<file path="config.mk">
export PLATFORM = sky130hd
export DESIGN_NAME = spi_reg_slave
export DESIGN_NICKNAME = d
export VERILOG_FILES = /design/src/rtl/spi_reg_slave_pkg.sv /design/src/rtl/spi_edge_sync.sv /design/src/rtl/spi_reg_slave.sv
export SDC_FILE = /design/constraint.sdc
export NUM_CORES = 1
export LEC_CHECK = 0
export CORE_MARGIN = 5
export CORE_UTILIZATION = 35
export CTS_CLUSTER_DIAMETER = 50
export DETAILED_ROUTE_END_ITERATION = 12
export PLACE_DENSITY = 0.69
export SLEW_MARGIN = 20
export SYNTH_ARGS = -nofsm -noshare
export SYNTH_HDL_FRONTEND = slang
export SYNTH_SLANG_ARGS = --single-unit
</file>
<file path="constraint.sdc">
create_clock -name osc_clk -period 8.79 [get_ports osc_clk]
set_clock_uncertainty 0.15 [all_clocks]
set_input_delay 1.758 -clock osc_clk [delete_from_list [all_inputs] [get_ports osc_clk]]
set_output_delay 1.758 -clock osc_clk [all_outputs]
set_load 0.01 [all_outputs]
</file>
<file path="src/rtl/spi_reg_slave_pkg.sv">
// -----------------------------------------------------------------------------
// spi_reg_slave_pkg
// Shared definitions for the SPI register responder:
//   - frame field positions for the 32-bit frame
//       {rw[31], addr[30:28], rsvd[27:16], data[15:0]}
//   - FSM state encoding
// -----------------------------------------------------------------------------
package spi_reg_slave_pkg;

    localparam int RW_BIT   = 31;
    localparam int ADDR_MSB = 30;
    localparam int ADDR_LSB = 28;
    localparam int DATA_MSB = 15;
    localparam int DATA_LSB = 0;

    typedef enum logic [1:0] {
        ST_IDLE   = 2'd0,
        ST_SHIFT  = 2'd1,
        ST_COMMIT = 2'd2
    } spi_state_t;

endpackage

</file>
<file path="src/rtl/spi_edge_sync.sv">
// -----------------------------------------------------------------------------
// spi_edge_sync
// Brings one asynchronous pad signal into the osc_clk domain through a
// STAGES-deep flop chain, then compares against one extra flop to produce
// single-cycle rise/fall pulses aligned with the synchronized level.
// Ports:
//   osc_clk  in   system clock
//   rst_n    in   synchronous active-low reset (chain clears to 0)
//   din      in   asynchronous pad input
//   level    out  synchronized level
//   rise     out  1-cycle pulse on synchronized 0->1
//   fall     out  1-cycle pulse on synchronized 1->0
// -----------------------------------------------------------------------------
module spi_edge_sync #(
    parameter int STAGES = 2
) (
    input  logic osc_clk,
    input  logic rst_n,
    input  logic din,
    output logic level,
    output logic rise,
    output logic fall
);

    logic [STAGES-1:0] sync_reg;
    logic              prev_reg;

    // Clearing to 0 matters for SSEL: the responder must actually observe a
    // synchronized high before it will accept a frame after reset.
    always_ff @(posedge osc_clk) begin
        if (!rst_n) begin
            sync_reg <= '0;
            prev_reg <= 1'b0;
        end else begin
            sync_reg <= {sync_reg[STAGES-2:0], din};
            prev_reg <= sync_reg[STAGES-1];
        end
    end

    assign level = sync_reg[STAGES-1];
    assign rise  = sync_reg[STAGES-1] & ~prev_reg;
    assign fall  = ~sync_reg[STAGES-1] & prev_reg;

endmodule

</file>
<file path="src/rtl/spi_reg_slave.sv">
// -----------------------------------------------------------------------------
// spi_reg_slave
// SPI mode-0, MSB-first responder running entirely on osc_clk. Pads are
// oversampled; 32-bit write frames update a NUM_REGS x REG_W register file,
// and each frame shifts a caller-supplied word (tx_data) out on MISO.
// Frame: {rw[31], addr[30:28], rsvd[27:16], data[15:0]}.
// Ports:
//   osc_clk    in   system clock (SCK <= osc_clk/8)
//   rst_n      in   synchronous active-low reset
//   SCK/SSEL   in   SPI clock / active-low select (async pads)
//   MOSI       in   serial data in
//   MISO       out  serial data out, 0 outside a frame
//   tx_data    in   word returned in a frame, latched at frame start
//   tx_ack     out  1-cycle pulse when tx_data is latched
//   Registers  out  flat register file, reg n at [n*REG_W +: REG_W]
//   wr_strobe  out  1-cycle pulse on register write
//   wr_addr    out  address of last write
//   frame_err  out  1-cycle pulse when a frame ends with bit count != FRAME_BITS
// Optional build macro: SPI_SLAVE_READBACK_EN
//   A valid read frame (rw=0) schedules {0, Registers[addr]} as the MISO word
//   of the next frame in place of tx_data (tx_ack not pulsed). An errored
//   frame leaves the pending readback in place for the following frame.
// -----------------------------------------------------------------------------
module spi_reg_slave
    import spi_reg_slave_pkg::*;
#(
    parameter int FRAME_BITS  = 32,
    parameter int NUM_REGS    = 8,
    parameter int REG_W       = 16,
    parameter int SYNC_STAGES = 2
) (
    input  logic                      osc_clk,
    input  logic                      rst_n,
    input  logic                      SCK,
    input  logic                      SSEL,
    input  logic                      MOSI,
    output logic                      MISO,
    input  logic [FRAME_BITS-1:0]     tx_data,
    output logic                      tx_ack,
    output logic [NUM_REGS*REG_W-1:0] Registers,
    output logic                      wr_strobe,
    output logic [2:0]                wr_addr,
    output logic                      frame_err
);

    localparam int                CNT_W    = $clog2(FRAME_BITS + 2);
    localparam logic [CNT_W-1:0]  CNT_FULL = CNT_W'(FRAME_BITS);
    localparam logic [CNT_W-1:0]  CNT_SAT  = CNT_W'(FRAME_BITS + 1);

    // ---------------------------------------------------------------- sync
    logic sck_lvl_unused, sck_rise, sck_fall;
    logic ssel_lvl, ssel_rise, ssel_fall;
    logic [SYNC_STAGES-1:0] mosi_sync_reg;
    logic mosi_s;

    spi_edge_sync #(.STAGES(SYNC_STAGES)) u_sck_sync (
        .osc_clk (osc_clk),
        .rst_n   (rst_n),
        .din     (SCK),
        .level   (sck_lvl_unused),
        .rise    (sck_rise),
        .fall    (sck_fall)
    );

    spi_edge_sync #(.STAGES(SYNC_STAGES)) u_ssel_sync (
        .osc_clk (osc_clk),
        .rst_n   (rst_n),
        .din     (SSEL),
        .level   (ssel_lvl),
        .rise    (ssel_rise),
        .fall    (ssel_fall)
    );

    // MOSI goes through the same depth as SCK so the sampled bit lines up
    // with the synchronized SCK rise pulse.
    always_ff @(posedge osc_clk) begin
        if (!rst_n) begin
            mosi_sync_reg <= '0;
        end else begin
            mosi_sync_reg <= {mosi_sync_reg[SYNC_STAGES-2:0], MOSI};
        end
    end
    assign mosi_s = mosi_sync_reg[SYNC_STAGES-1];

    // ---------------------------------------------------------------- state
    spi_state_t             state_reg, state_next;
    logic                   armed_reg;
    logic                   start_frame;
    logic [FRAME_BITS-1:0]  rx_reg;
    logic [FRAME_BITS-1:0]  tx_sr_reg;
    logic                   miso_reg;
    logic [CNT_W-1:0]       bit_cnt_reg;
    logic                   tx_ack_reg, wr_strobe_reg, frame_err_reg;
    logic [2:0]             wr_addr_reg;
    logic [REG_W-1:0]       regs_reg [NUM_REGS];

    logic                   frame_ok;
    logic                   wr_en;
    logic [2:0]             rx_addr;
    logic [FRAME_BITS-1:0]  load_word;
    logic                   load_ack;
    logic                   rsvd_unused;

    assign rx_addr     = rx_reg[ADDR_MSB:ADDR_LSB];
    assign frame_ok    = (bit_cnt_reg == CNT_FULL);
    assign wr_en       = (state_reg == ST_COMMIT) && frame_ok && rx_reg[RW_BIT];
    assign rsvd_unused = ^rx_reg[ADDR_LSB-1:DATA_MSB+1];

    always_ff @(posedge osc_clk) begin
        if (!rst_n) begin
            state_reg <= ST_IDLE;
        end else begin
            state_reg <= state_next;
        end
    end

    always_comb begin
        state_next  = state_reg;
        start_frame = 1'b0;
        case (state_reg)
            ST_IDLE: begin
                if (ssel_fall && armed_reg) begin
                    state_next  = ST_SHIFT;
                    start_frame = 1'b1;
                end
            end
            ST_SHIFT: begin
                if (ssel_rise) begin
                    state_next = ST_COMMIT;
                end
            end
            ST_COMMIT: state_next = ST_IDLE;
            default:   state_next = ST_IDLE;
        endcase
    end

    // A frame already in progress when reset releases must not be decoded,
    // so arming waits for a genuine synchronized SSEL high.
    always_ff @(posedge osc_clk) begin
        if (!rst_n) begin
            armed_reg <= 1'b0;
        end else if (state_reg == ST_IDLE && ssel_lvl) begin
            armed_reg <= 1'b1;
        end
    end

    // ---------------------------------------------------------------- datapath
    always_ff @(posedge osc_clk) begin
        if (!rst_n) begin
            rx_reg        <= '0;
            tx_sr_reg     <= '0;
            miso_reg      <= 1'b0;
            bit_cnt_reg   <= '0;
            tx_ack_reg    <= 1'b0;
            wr_strobe_reg <= 1'b0;
            wr_addr_reg   <= '0;
            frame_err_reg <= 1'b0;
        end else begin
            tx_ack_reg    <= 1'b0;
            wr_strobe_reg <= 1'b0;
            frame_err_reg <= 1'b0;
            if (start_frame) begin
                // MSB is presented immediately; the rest waits for SCK falls.
                miso_reg    <= load_word[FRAME_BITS-1];
                tx_sr_reg   <= {load_word[FRAME_BITS-2:0], 1'b0};
                bit_cnt_reg <= '0;
                tx_ack_reg  <= load_ack;
            end else if (state_reg == ST_SHIFT && !ssel_rise) begin
                // SSEL rise takes priority: an SCK edge in the same cycle is dropped.
                if (sck_rise) begin
                    rx_reg <= {rx_reg[FRAME_BITS-2:0], mosi_s};
                    if (bit_cnt_reg != CNT_SAT) begin
                        bit_cnt_reg <= bit_cnt_reg + 1'b1;
                    end
                end
                if (sck_fall) begin
                    miso_reg  <= tx_sr_reg[FRAME_BITS-1];
                    tx_sr_reg <= {tx_sr_reg[FRAME_BITS-2:0], 1'b0};
                end
            end else if (state_reg == ST_COMMIT) begin
                if (!frame_ok) begin
                    frame_err_reg <= 1'b1;
                end else if (rx_reg[RW_BIT]) begin
                    wr_strobe_reg <= 1'b1;
                    wr_addr_reg   <= rx_addr;
                end
            end
        end
    end

    always_ff @(posedge osc_clk) begin
        if (!rst_n) begin
            for (int i = 0; i < NUM_REGS; i++) begin
                regs_reg[i] <= '0;
            end
        end else if (wr_en) begin
            regs_reg[rx_addr] <= rx_reg[DATA_MSB:DATA_LSB];
        end
    end

    // ---------------------------------------------------------------- readback
`ifdef SPI_SLAVE_READBACK_EN
    logic       rd_pending_reg;
    logic       rb_active_reg;
    logic [2:0] rd_addr_reg;

    always_comb begin
        load_word = tx_data;
        load_ack  = 1'b1;
        if (rd_pending_reg) begin
            load_word = {{(FRAME_BITS-REG_W){1'b0}}, regs_reg[rd_addr_reg]};
            load_ack  = 1'b0;
        end
    end

    // The pending readback is consumed only by a frame that completes
    // cleanly; a back-to-back read frame re-arms it with its own address.
    always_ff @(posedge osc_clk) begin
        if (!rst_n) begin
            rd_pending_reg <= 1'b0;
            rb_active_reg  <= 1'b0;
            rd_addr_reg    <= '0;
        end else begin
            if (start_frame) begin
                rb_active_reg <= rd_pending_reg;
            end
            if (state_reg == ST_COMMIT && frame_ok) begin
                if (rb_active_reg) begin
                    rd_pending_reg <= 1'b0;
                end
                if (!rx_reg[RW_BIT]) begin
                    rd_pending_reg <= 1'b1;
                    rd_addr_reg    <= rx_addr;
                end
            end
        end
    end
`else
    always_comb begin
        load_word = tx_data;
        load_ack  = 1'b1;
    end
`endif

    // ---------------------------------------------------------------- outputs
    genvar gi;
    generate
        for (gi = 0; gi < NUM_REGS; gi++) begin : g_flat
            assign Registers[gi*REG_W +: REG_W] = regs_reg[gi];
        end
    endgenerate

    assign MISO      = (state_reg == ST_SHIFT) & miso_reg;
    assign tx_ack    = tx_ack_reg;
    assign wr_strobe = wr_strobe_reg;
    assign wr_addr   = wr_addr_reg;
    assign frame_err = frame_err_reg;

endmodule
</file>
; Word-level counts from Yosys, hierarchy flattened
; Memory sizes are Yosys's and may differ from the RTL's.
; Index checks and enable logic that the tools add are counted.
; W data, S select, Z words.
[totals]
reg_bits = 87
ramBits = 128
in_bits = 37
out_inout_bits = 135
n_memories = 1
[op_classes]
addsub = 1
eq_ne = 6
n_mux = 21
bitwise = 14
n_reduce_logical = 18
[mem_list]
columns = name, depth, word_bits, rd, rd_clocked_by_memory_dff, wr, line
row1 = regs_reg, 8, 16, 8, 0, 8, spi_reg_slave.sv:95  ; logic [REG_W-1:0] regs_reg [NUM_REGS];
[ops]
columns = op, n
row1 = $mux W32, 3
row2 = $mux W16, 1
row3 = $reduce_or A16 Y1, 1
row4 = $mux W1, 13
row5 = $not A1 Y1, 9
row6 = $add A6 B1 Y6 const B, 1
row7 = $eq A6 B6 Y1 const B, 1
row8 = $ne A6 B6 Y1 const B, 1
row9 = $reduce_and A3 Y1, 2
row10 = $and A1 B1 Y1, 5
row11 = $logic_and A1 B1 Y1, 5
row12 = $reduce_and A5 Y1, 1
row13 = $reduce_or A5 Y1, 1
row14 = $mux W2, 2
row15 = $ne A2 B2 Y1 const B, 2
row16 = $pmux W2 S2, 1
row17 = $reduce_and A2 Y1, 2
row18 = $reduce_bool A2 Y1, 2
row19 = $reduce_or A4 Y1, 1
row20 = $mux W3, 1
row21 = $eq A2 B1 Y1 const B, 1
row22 = $eq A2 B2 Y1 const B, 1
row23 = $logic_not A2 Y1, 1
row24 = $reduce_or A2 Y1, 1
row25 = $logic_not A1 Y1, 1

; Depth between registers and ports, before layout
; Gate-level depths: netlist of run 1.
[depth]
ltp_word = 8
depth_mapped = 9
depth_no_buf = 6

; By module
; Synthesis of run 1 repeated with hierarchy kept, for this count alone.
[unflattened]
hier_cells = 739
area_unflattened_um2 = 8851.0
[modules_own_cells]
columns = mod, n_inst, cells_each, area_each_um2, seq_area_each_um2
row1 = spi_reg_slave, 1, 723, 8668.3, 5465.2
row2 = spi_edge_sync, 2, 8, 91.3, 60.1

; Least setup slack after synthesis of run 1
; OpenSTA, ideal clock, no wires.
[synth_path]
kind = input port to flip-flop
from = input rst_n
to = memory regs_reg[0][0], enable pin
setup_time_ns = 0.464
arrival_time_ns = 2.818
required_time_ns = 8.176
path_slack_ns = 5.357
path_stages = 3
path_buffers = 2
path_cell_list = clkbuf_1 > clkbuf_1 > o21ai_0
[synth_rtl]
columns = item, line
row1 = start: declaration, spi_reg_slave.sv:33  ; input logic rst_n,
row2 = end: declaration, spi_reg_slave.sv:95

; Final worst setup path of run 1
[layout_path]
from = register state_reg[1]
to = output MISO
[layout_via]
elab_chain_cells = 2
[layout_rtl]
columns = item, line
row1 = start: declaration, spi_reg_slave.sv:86  ; spi_state_t state_reg, state_next;
row2 = start signal: assignment, spi_reg_slave.sv:113  ; state_reg <= state_next;
row3 = $eq A2 B1 Y1, spi_reg_slave.sv:253  ; assign MISO = (state_reg == ST_SHIFT) & miso_reg;
row4 = $and A1 B1 Y1, spi_reg_slave.sv:253
row5 = end: declaration, spi_reg_slave.sv:37  ; output logic MISO,
; No other way between the ends.

==> flow_summary.json, run 1 <==
{
  "synth_area_um2": 8020,
  "first_iter_violations": 428,
  "crit_path_top_delay_cell": "clkdlybuf4s50_1",
  "core.rowCount": 55,
  "grt_max_degree": 75,
  "drc": 0,
  "grt_pass1_wl_um": 31200,
  "layout_commonest_cell": "clkdlybuf4s50_1",
  "first_global_vias": 5546,
  "cts_tree": "done",
  "cts_setup_buffers": 0,
  "insertion_delay_ps": 500,
  "synth_warnings": 0,
  "finalNonFillerCells": 1184,
  "dp_slack_ps": 4620,
  "initial_core_util_pct": 35.4,
  "cp.required_ps": 6880,
  "slew-limit-headroom_pct": 27.6,
  "cp_max_fo": 8,
  "status": "finished, final reports clean",
  "cts.sinks": 215,
  "synth_edf_count": 128,
  "clk_path_buf_depth": 3,
  "rsz0062_at_grt": "false",
  "grt_usage_pct": 14.8,
  "holdBufCountCts": 0,
  "synth_ff_type": "edfxtp_1",
  "setup_viol": 0,
  "maxCapViolCount": 0,
  "path_delay_family": "buffers and inverters",
  "syn-num-nets": 772,
  "fin_crit_ps": 3860,
  "totalWireLength_um": 20100,
  "slew_violations": 0,
  "critical_path_class": "flop to output port",
  "hpwl_um": 13000,
  "n_antenna_cell": 0,
  "cts_buffers": 25,
  "fin_tns_setup_ps": 0,
  "postSynthCellCount": 732,
  "p_per_area_nw_per_um2": 206,
  "regArea_um2": 5590,
  "min_from": "u_sck_sync.sync_reg[0]$_SDFF_PN0_",
  "hold_viol_final": 0,
  "die_w_um": 161,
  "core_um2": 22600,
  "crit_path_start": "state_reg[1]$_SDFFE_PN0P_",
  "irDropWorstVdd_mv": 0.0964,
  "r2r_start": "state_reg[1]$_SDFFE_PN0P_",
  "dr.pass1.iters": 7,
  "multi_input_area_um2": 2180,
  "fin_ws_ps": 4930,
  "ys_ff_latch": 215,
  "overflow": 0,
  "cts_resized": 0,
  "die_y_um": 161,
  "hold_path_class": "flop to flop",
  "io_buffer_count": 171,
  "htree_levels": 1,
  "async_reset_ff_share_pct": 0,
  "fin_nets": 923,
  "ant_nets": 0,
  "avgViaCountPerCell": 5.02,
  "max_stage_delay_ps": 580,
  "fmax_ghz": 0.259,
  "place_congestion": 0.772,
  "wl_per_cell_um": 17.0,
  "tightest_slew_ps": 1090,
  "leakage_nw": 3.36,
  "start_kind": "flop",
  "cp.arrival_ps": 1960,
  "cp.buffers_inverters": 1,
  "holdWs_ps": 288,
  "areaGrowthSynthToFinish_pct": 33.6,
  "end_kind": "output port",
  "reg2reg_slack_ps": 5630,
  "vias": 5941,
  "cts-root-buf": "clkbuf_16",
  "final_cell_mix": "170 x clkdlybuf4s50_1, 154 x nand2_1, 128 x edfxtp_1, 87 x dfxtp_1, 71 x nor2_1",
  "yosysSeqAreaShare_pct": 69.6,
  "die_area_um2": 26100,
  "period_share_pct": 44.0,
  "ioPinCount": 172,
  "clk_pin_slew_ps": 60,
  "drive_gt1_share_pct": 6.23,
  "antenna_found_initial": 0,
  "dp_cells": 1141,
  "largest_reg_flops": 128,
  "syn_area_per_cell_um2": 11.0,
  "fillCellCount": 2036,
  "synth.distinct_cells": 35,
  "crit_path_cell_trace": "nand2b_1, nor2_1, clkdlybuf4s50_1"
}
worst register-to-register path: cells and delay by family (launching register included):
| kind | cells | cell delay [ps] |
|---|---|---|
| DFF | 1 | 410 |
| and+or+nand+nor | 4 | 2230 |
metrics by stage:
step / total power [mW] / util (%) / instance area, um^2
floorplan: 1.17 / - / 8020
global placement: 1.25 / 43.8 / 9920
detailed placement: 1.26 / 43.8 / 9920
CTS: 2.23 / 47.3 / 10700
global route: 2.28 / 47.3 / 10700
finish: 2.21 / 47.3 / 10700
layer usage:
layer | track usage, % | vias to the layer above | share of wire (%)
li1 | - | 2856 | -
met1 | 20.5 | 2788 | 43
met2 | 23.4 | 277 | 45
met3 | 4.29 | 20 | 10
met4 | 2.75 | 0 | 1.2
met5 | 0 | - | 0
layout make-up:
class / count / area share, %
clock buffer: 34 / 6.83
clock inverter: 9 / 0.584
inverter: 6 / 0.210
multi-input combinational: 455 / 20.4
sequential: 215 / 52.1
tap: 285 / 3.33
timing repair buffer: 180 / 16.6
path summary, 6_finish.rpt:
kind,end,cells past startpoint
hold reg to reg,u_sck_sync.sync_reg[1]$_SDFF_PN0_,1
setup / recovery,MISO,3
setup reg to reg,regs_reg[6][13]$_SDFFCE_PN0P_,4
hold / removal,u_sck_sync.sync_reg[1]$_SDFF_PN0_,1
power breakdown:
part	internal (mW)	switching [mW]	total (mW)
Clock	0.583	0.396	0.978
Sequential	1.10	0.0127	1.11
Combinational	0.0688	0.0541	0.123
cells in the mapped netlist, types with 2 or more instances:
library cell,instances,area share (%)
nor2_1,71,3.3
dfxtp_1,87,22
or4_1,2,0.19
a31oi_1,31,2.4
ha_1,3,0.47
nor2b_1,2,0.16
a21oi_1,37,2.3
nand3_1,8,0.50
nor4b_1,2,0.22
nor3b_1,2,0.19
o21ai_0,41,2.6
nor3_1,68,4.2
and2_1,9,0.70
nand2b_1,5,0.39
buf_6,4,0.56
xnor2_1,2,0.22
clkbuf_1,48,2.2
buf_2,4,0.25
nand3b_1,3,0.28
nand2_1,154,7.2
and3b_1,2,0.22
nor4_1,3,0.23
edfxtp_1,128,48
inv_1,5,0.23
kinds of logic (layout without fill, tap and decap cells):
kind of cell	count (synthesis)	in the layout	synth area share, %
compound gates	111	111	7.44
xor+xnor	2	2	0.218
fa+ha+maj	3	3	0.468
buf+inv	62	229	3.34
flops	215	215	69.6
simple gates	339	339	18.9
No activity file was read; power rests on OpenSTA's default activity.
==> run 2: changes to the inputs <==
--- a/config.mk
+++ b/config.mk
@@ -9,7 +9,7 @@
 export CORE_UTILIZATION = 35
 export CTS_CLUSTER_DIAMETER = 50
 export DETAILED_ROUTE_END_ITERATION = 12
-export PLACE_DENSITY = 0.69
+export PLACE_DENSITY = 0.71
 export SLEW_MARGIN = 20
 export SYNTH_ARGS = -nofsm -noshare
 export SYNTH_HDL_FRONTEND = slang
==> constraint.sdc (replaced) <==
create_clock -name osc_clk -period 3.2 [get_ports osc_clk]
set_clock_uncertainty 0.15 [all_clocks]
set_input_delay 0.64 -clock osc_clk [delete_from_list [all_inputs] [get_ports osc_clk]]
set_output_delay 0.64 -clock osc_clk [all_outputs]
set_load 0.01 [all_outputs]
==> flow_summary.json, run 2 (synthesized netlist as in run 1, its figures left out) <==
{
  "status": "finished, final reports clean",
  "grt_max_degree": 40,
  "dr.pass1.iters": 5,
  "cts_tree": "done",
  "r2r_start": "bit_cnt_reg[3]$_SDFFE_PP0P_",
  "cp.depth": 3,
  "io_buffer_count": 171,
  "die_w_um": 161,
  "place_congestion": 0.773,
  "crit_path_start": "state_reg[1]$_SDFFE_PN0P_",
  "totalWireLength_um": 20100,
  "final_area_um2": 10800,
  "holdPathStages": 1,
  "core.rowCount": 55,
  "overflow": 0,
  "layout_commonest_cell": "clkdlybuf4s50_1",
  "worst_r2r_path_depth": 5,
  "start_kind": "flop",
  "cp.arrival_ps": 1910,
  "critical_path_class": "flop to output port",
  "leakage_nw": 3.42,
  "total_power_mw": 5.96,
  "holdBufCountCts": 0,
  "fin_tns_setup_ps": 0,
  "hpwl_um": 13600,
  "setup_viol": 0,
  "die_area_um2": 26100,
  "period_share_pct": 84.4,
  "cts.sinks": 215,
  "cts_resized": 0,
  "clk_path_buf_depth": 3,
  "fin_crit_ps": 2700,
  "core_um2": 22600,
  "antenna_found_initial": 0,
  "placed_area_um2": 10000,
  "avgViaCountPerCell": 5.01,
  "htree_levels": 1,
  "grt_usage_pct": 14.6,
  "clk_pin_slew_ps": 60,
  "grt_busiest_layer": "met2",
  "largest_reg_flops": 128,
  "p_per_area_nw_per_um2": 553,
  "n_antenna_cell": 0,
  "fillCellCount": 2044,
  "hold_viol_final": 0,
  "gr-usage-met3_pct": 3.93,
  "insertion_delay_ps": 500,
  "slew-limit-headroom_pct": 28.4,
  "cts-root-buf": "clkbuf_16",
  "initial_core_util_pct": 35.4,
  "first_global_vias": 5582,
  "slew_violations": 0,
  "fmax_ghz": 0.370,
  "first_iter_violations": 430,
  "irDropWorstVdd_mv": 0.332,
  "cts_buffers": 24,
  "end_kind": "output port",
  "maxCapViolCount": 0,
  "ant_nets": 0,
  "hold_path_class": "flop to flop",
  "rsz0062_at_grt": "false",
  "use_met2_pct": 23.3,
  "r2r-end": "regs_reg[2][1]$_SDFFCE_PN0P_",
  "cp.buffers_inverters": 1,
  "fin_nets": 936,
  "cp.required_ps": 2410,
  "reg2reg_slack_ps": 670,
  "die_y_um": 161,
  "cts_setup_buffers": 0,
  "globalRouteMet1Util_pct": 19.6,
  "wl_per_cell_um": 16.8,
  "ioPinCount": 172,
  "tightest_slew_ps": 1070,
  "max_stage_delay_ps": 590,
  "cp_max_fo": 8,
  "crit_path_cell_trace": "nand2b_1, nor2_1, clkdlybuf4s50_1",
  "path_delay_family": "buffers and inverters",
  "drc": 0,
  "final_cell_mix": "170 x clkdlybuf4s50_1, 154 x nand2_1, 128 x edfxtp_1, 87 x dfxtp_1, 71 x nor2_1",
  "areaGrowthSynthToFinish_pct": 34.3,
  "grt_pass1_wl_um": 30600,
  "crit_path_top_delay_cell": "clkdlybuf4s50_1",
  "cp-endpoint": "MISO",
  "vias": 5997,
  "final_util_pct": 47.6,
  "drive_gt1_share_pct": 7.35
}
run 2: cell types whose count changed in the layout (fill, tap and decap cells not counted):
cell / delta
buf_4: +14
clkbuf_8: -4
clkinv_2: +4
clkinvlp_4: -3
clkbuf_1: +2
inv_6: +2
clkbuf_2: -1
clkinv_1: -1
clkinv_4: -1
inv_1: +1
run 2: layout make-up:
class / instances / area, um^2 / area share [%]
Clock inverter: 11 / 68.8 / 0.639
Timing Repair Buffer: 194 / 1880 / 17.4
Clock buffer: 31 / 679 / 6.30
Inverter: 6 / 22.5 / 0.209
Sequential cell: 215 / 5590 / 51.8
Multi-Input combinational cell: 455 / 2180 / 20.3
Tap cell: 285 / 357 / 3.31
run 2: worst min path at each step:
| stage | from | endpoint | slack, ps |
|---|---|---|---|
| floorplan | u_ssel_sync.prev_reg$_SDFF_PN0_ | state_reg[1]$_SDFFE_PN0P_ | 260 |
| global placement | u_ssel_sync.sync_reg[0]$_SDFF_PN0_ | u_ssel_sync.sync_reg[1]$_SDFF_PN0_ | 270 |
| detailed placement | u_sck_sync.sync_reg[0]$_SDFF_PN0_ | u_sck_sync.sync_reg[1]$_SDFF_PN0_ | 270 |
| CTS | u_sck_sync.sync_reg[0]$_SDFF_PN0_ | u_sck_sync.sync_reg[1]$_SDFF_PN0_ | 280 |
| global route | u_ssel_sync.sync_reg[0]$_SDFF_PN0_ | u_ssel_sync.sync_reg[1]$_SDFF_PN0_ | 310 |
| finish | u_sck_sync.sync_reg[0]$_SDFF_PN0_ | u_sck_sync.sync_reg[1]$_SDFF_PN0_ | 280 |
run 2: worst reg2reg max path: cells and delay by family (launching register included):
family                 cells  cell delay [ps]
and+or+nand+nor            4             1460
DFF                        1              330
buffers and inverters      1              210
run 2: layer usage:
layer / part of all wire, % / vias up
met4: 2.5 / 0
met2: 44 / 290
met1: 42 / 2782
met3: 12 / 40
met5: 0 / -
li1: - / 2885
run 2: report_power, final:
group | internal (mW) | total, mW | switching (mW)
clock | 1.50 | 2.57 | 1.06
combinational | 0.192 | 0.341 | 0.150
sequential | 3.02 | 3.05 | 0.0378
run 2: metrics by stage:
stage                     cells  hold WS, ps  worst slack, ps
final                      1197          283              498
after global routing       1197          308              383
after CTS                  1197          281              476
after detailed placement   1155          267              658
after global placement     1155          268              673
after floorplan             732          261             93.6
==> run 3: changes to the inputs <==
==> constraint.sdc (replaced) <==
create_clock -name osc_clk -period 2.3 [get_ports osc_clk]
set_clock_uncertainty 0.15 [all_clocks]
set_input_delay 0.46 -clock osc_clk [delete_from_list [all_inputs] [get_ports osc_clk]]
set_output_delay 0.46 -clock osc_clk [all_outputs]
set_load 0.01 [all_outputs]
==> flow_summary.json, run 3 (synthesized netlist as in run 1, its figures left out) <==
{
  "status": "finished, final reports clean",
  "areaGrowthSynthToFinish_pct": 36.2,
  "layout_commonest_cell": "clkdlybuf4s50_1",
  "totalWireLength_um": 20700,
  "drc": 0,
  "final_util_pct": 48.3,
  "die_w_um": 161,
  "start_kind": "flop",
  "crit_path_top_delay_cell": "or3b_1",
  "total_power_mw": 8.21,
  "first_global_vias": 5705,
  "cts_tree": "done",
  "max_stage_delay_ps": 490,
  "cts_buffers": 23,
  "grt_pass1_wl_um": 31800,
  "initial_core_util_pct": 35.4,
  "fmax_ghz": 0.447,
  "core.rowCount": 55,
  "maxCapViolCount": 0,
  "die_y_um": 161,
  "cp.arrival_ps": 2230,
  "period_share_pct": 97.2,
  "io_buffer_count": 171,
  "largest_reg_flops": 128,
  "insertion_delay_ps": 490,
  "htree_levels": 1,
  "fin_nets": 945,
  "path_delay_family": "simple AND/OR/NAND/NOR gates",
  "cp.buffers_inverters": 0,
  "n_antenna_cell": 0,
  "critical_path_class": "flop to flop",
  "end_kind": "flop",
  "final_cell_mix": "169 x clkdlybuf4s50_1, 150 x nand2_1, 128 x edfxtp_1, 87 x dfxtp_1, 71 x nor2_1",
  "fillCellCount": 2021,
  "slew_violations": 0,
  "cp.required_ps": 2290,
  "clk_path_buf_depth": 3,
  "drive_gt1_share_pct": 9.13,
  "fin_crit_ps": 2240,
  "dr.pass1.iters": 5,
  "p_per_area_nw_per_um2": 752,
  "wl_per_cell_um": 17.2,
  "crit_path_cell_trace": "or3b_1, nor4b_4, nand4_2, nand2_2",
  "tightest_slew_ps": 576,
  "hold_viol_final": 0,
  "setup_viol": 0,
  "place_congestion": 0.783,
  "core_um2": 22600,
  "cts-root-buf": "clkbuf_16",
  "hold_path_class": "flop to flop",
  "cts.sinks": 215,
  "grt_max_degree": 66,
  "ioPinCount": 172,
  "dp_cells": 1164,
  "ant_nets": 0,
  "slew-limit-headroom_pct": 61.5,
  "overflow": 0,
  "die_area_um2": 26100,
  "first_iter_violations": 482,
  "finalNonFillerCells": 1205,
  "grt_usage_pct": 15.1,
  "irDropWorstVdd_mv": 0.405,
  "cp_max_fo": 16,
  "hpwl_um": 14100,
  "antenna_found_initial": 0,
  "rsz0062_at_grt": "true",
  "clk_pin_slew_ps": 60,
  "leakage_nw": 3.47,
  "vias": 6090,
  "avgViaCountPerCell": 5.05
}
## run 3: repair_timing
item                                    CTS  global route
endpoints found under the hold margin     0             0
hold buffers                              0             0
resized for setup                         2             2
buffers inserted                          1             0
endpoints found under the setup margin    7            84
## run 3: final cells by class
class                   count  area, um^2  share of cell area [%]
clock buffers              28         614                    5.62
well taps                 285         357                    3.26
clock inverters            12        97.6                   0.893
flip-flops and latches    215        5590                    51.1
inverters                   6        22.5                   0.206
multi-input cells         455        2240                    20.5
repair buffers            204        2020                    18.4
## run 3: worst paths after layout
| path | from | depth (start not counted) | slack [ps] | to |
|---|---|---|---|---|
| hold / removal | mosi_sync_reg[1]$_SDFF_PN0_ | 2 | 280 | rx_reg[0]$_SDFFE_PN0P_ |
| setup reg to reg | bit_cnt_reg[3]$_SDFFE_PP0P_ | 4 | 60 | regs_reg[7][9]$_SDFFCE_PN0P_ |
| setup / recovery | bit_cnt_reg[3]$_SDFFE_PP0P_ | 4 | 60 | regs_reg[7][9]$_SDFFCE_PN0P_ |
| hold reg to reg | mosi_sync_reg[1]$_SDFF_PN0_ | 2 | 280 | rx_reg[0]$_SDFFE_PN0P_ |
## run 3: per-layer routing
layer  track usage (%)  vias to the layer above  wire length, um  share of wire [%]
met2              24.7                      327             9450                 46
li1                  -                     2913                -                  -
met5                 0                        -                0                  0
met4              3.99                        0              404                1.9
met3              3.90                       32             2140                 10
met1              20.2                     2818             8750                 42
## run 3: where the power goes
| group | total (mW) | leakage (nW) | internal (mW) | switching, mW |
|---|---|---|---|---|
| clock network | 3.48 | 0.342 | 2.02 | 1.46 |
| logic | 0.493 | 1.21 | 0.279 | 0.214 |
| registers | 4.25 | 1.92 | 4.19 | 0.0510 |
## run 3: stage by stage
step	TNS (ps)	instance area (um^2)	worst slack, ps	hold slack (ps)
after global routing	-1520	10900	-46.1	299
after detailed placement	-7.35	10200	-4.76	271
after floorplan	-3860	8060	-121	261
after global placement	0	10200	90.8	268
final	0	10900	64.8	278
after CTS	0	10900	67.0	282
## run 3: worst reg2reg max path, stage by stage (launching register included)
cell,delay [ps]
dfxtp_1,330
or3b_1,490
nor4b_4,380
nand4_2,160
nand2_2,380
==> RTL change (settings of run 2) <==
Add a define of `SPI_SLAVE_READBACK_EN`.
--- a/src/rtl/spi_reg_slave.sv
+++ b/src/rtl/spi_reg_slave.sv
@@ -21,6 +21,8 @@
 //   of the next frame in place of tx_data (tx_ack not pulsed). An errored
 //   frame leaves the pending readback in place for the following frame.
 // -----------------------------------------------------------------------------
+`define SPI_SLAVE_READBACK_EN
+
 module spi_reg_slave
     import spi_reg_slave_pkg::*;
 #(
Behaviour: no difference found for any inputs over 10 cycles, from zero or initial values and one cycle with rst_n low; that may be too few to reach the edited logic, so the function may still have changed.
==> RTL change against run 2 <==
Synthesized area rose by 22%. Wire length rose by 41%. Worst setup slack got worse by 160 ps. Clock power rose by 15%. Global-route usage rose by 2.9 points. Sequential cell count rose by 8. Non-clock buffer count rose by 7. Total power rose by 9.9%. Design area rose by 19%. Critical path depth did not move. Via count rose by 19%. Largest cell class unchanged.
==> RTL change: results <==
export IMPL_via_per_inst=5.08
export IMPL_yosysUniqueCellTypes=48
export IMPL_dp_cells=1352
export IMPL_synth_mux_area_frac=0.0827
export IMPL_post_route_cells_drive_above_1_share=0.121
export IMPL_synth_compound_area_frac=0.0632
export IMPL_grt_usage=0.175
export IMPL_status="finished clean"
export IMPL_tightest_slew_ps=957
export IMPL_cp_max_fo=10
export IMPL_diodes=0
export IMPL_max_stage_delay_ps=560
export IMPL_ys_seq_area_frac=0.586
export IMPL_grt_start_max_net_pins=47
export IMPL_drtPass1Iterations=7
export IMPL_synth_fa_ha_area_frac=0.00383
export IMPL_place_gp_congestion=0.811
export IMPL_ctsResizeCount=0
export IMPL_synth_edf_count=128
export IMPL_io_buffers=171
export IMPL_routed_wl_microns=28200
export IMPL_grt_pass1_vias=7071
export IMPL_internal_power_uw=5090
export IMPL_max_vdd_ir_drop_mv=0.362
export IMPL_drt_wirelength_per_cell_microns=20.1
export IMPL_antenna_found_initial=0
export IMPL_drtIter0Drc=671
export IMPL_dp_hpwl_microns=20200
export IMPL_netlist_top_cells_count="and2_1, nand2_1, edfxtp_1, dfxtp_1, a21oi_1"
export IMPL_worst_skew_pair_late_latency_ps=530
export IMPL_nets=1044
export IMPL_synthXorXnorAreaFrac=0
export IMPL_hp_class="reg2reg"
export IMPL_grt_pass1_wl_microns=42600
export IMPL_synthesis_nets=874
export IMPL_syn_instance_count=834
export IMPL_cts_buffers=28
export IMPL_p_leak_uw=0.00435
export IMPL_synthTopCellsByArea="edfxtp_1, dfxtp_1, and2_1"
==> RTL change: cell count changes after synthesis, sizes merged, moves of 22 or more <==
cell,change
a21oi,+22
a31oi,-31
and2,+128
mux4,+32
nand2,-24
nor2,-54
nor3,-48
nor4,+31
o21ai,-36
==> RTL change: stage by stage <==
| step | instance area [sq um] | setup slack (ps) | hold WS (ps) |
|---|---|---|---|
| after floorplan | 9800 | 277 | 262 |
| after global placement | 12000 | 441 | 269 |
| after detailed placement | 12000 | 297 | 272 |
| after CTS | 12800 | 315 | 286 |
| after global routing | 12800 | 232 | 290 |
| final | 12800 | 340 | 287 |
==> RTL change: power by group through the flow <==
| stage | Combinational (uW) | Sequential, uW | Clock, uW |
|---|---|---|---|
| 4_1_cts | 403 | 3200 | 3000 |
| 2_1_floorplan | 92.2 | 3260 | 0 |
| 6_report | 397 | 3200 | 2950 |
| 3_5_place_dp | 400 | 3260 | 0 |
| 3_3_place_gp | 395 | 3260 | 0 |
| 5_1_grt | 420 | 3210 | 3130 |
==> RTL change: worst reg2reg max path: cells and delay by family, from the launching register on <==
| kind | cells | cell delay (ps) |
|---|---|---|
| AND/OR/NAND/NOR | 3 | 1190 |
| buffers and inverters | 1 | 300 |
| flip-flops | 1 | 450 |
| AO/OA/AOI/OAI | 1 | 340 |
==> RTL change: final timing paths <==
path / from / endpoint / depth (start not counted)
setup / recovery: state_reg[0]$_SDFFE_PN0P_ / MISO / 3
hold reg to reg: u_ssel_sync.sync_reg[0]$_SDFF_PN0_ / u_ssel_sync.sync_reg[1]$_SDFF_PN0_ / 1
setup reg to reg: state_reg[0]$_SDFFE_PN0P_ / tx_sr_reg[31]$_SDFFE_PN0P_ / 5
hold / removal: u_ssel_sync.sync_reg[0]$_SDFF_PN0_ / u_ssel_sync.sync_reg[1]$_SDFF_PN0_ / 1
==> RTL change: logic make-up (layout without fill, tap and decap cells) <==
logic type,after synthesis,after routing
AND/OR/NAND/NOR,399,399
multiplexers,41,41
AO/OA/AOI/OAI,101,101
flip-flops,223,223
buffers and inverters,67,259
adder cells (fa/ha/maj),3,3
==> RTL change: final cells by class <==
type | count | area (sq um)
multi-input cells | 544 | 3750
clock buffers | 35 | 748
well taps | 378 | 473
inverters | 6 | 22.5
clock inverters | 17 | 130
repair buffers | 201 | 1960
flip-flops and latches | 223 | 5750
fillers | 2467 | 14900
==> RTL change: metal layers <==
layer | up-vias | wire length [microns] | share of wire | GRT usage
li1 | 3343 | - | - | -
met1 | 3496 | 11600 | 0.41 | 0.229
met2 | 247 | 13900 | 0.49 | 0.294
met3 | 51 | 1920 | 0.068 | 0.0352
met4 | 0 | 787 | 0.028 | 0.0548
met5 | - | 0 | 0 | 0
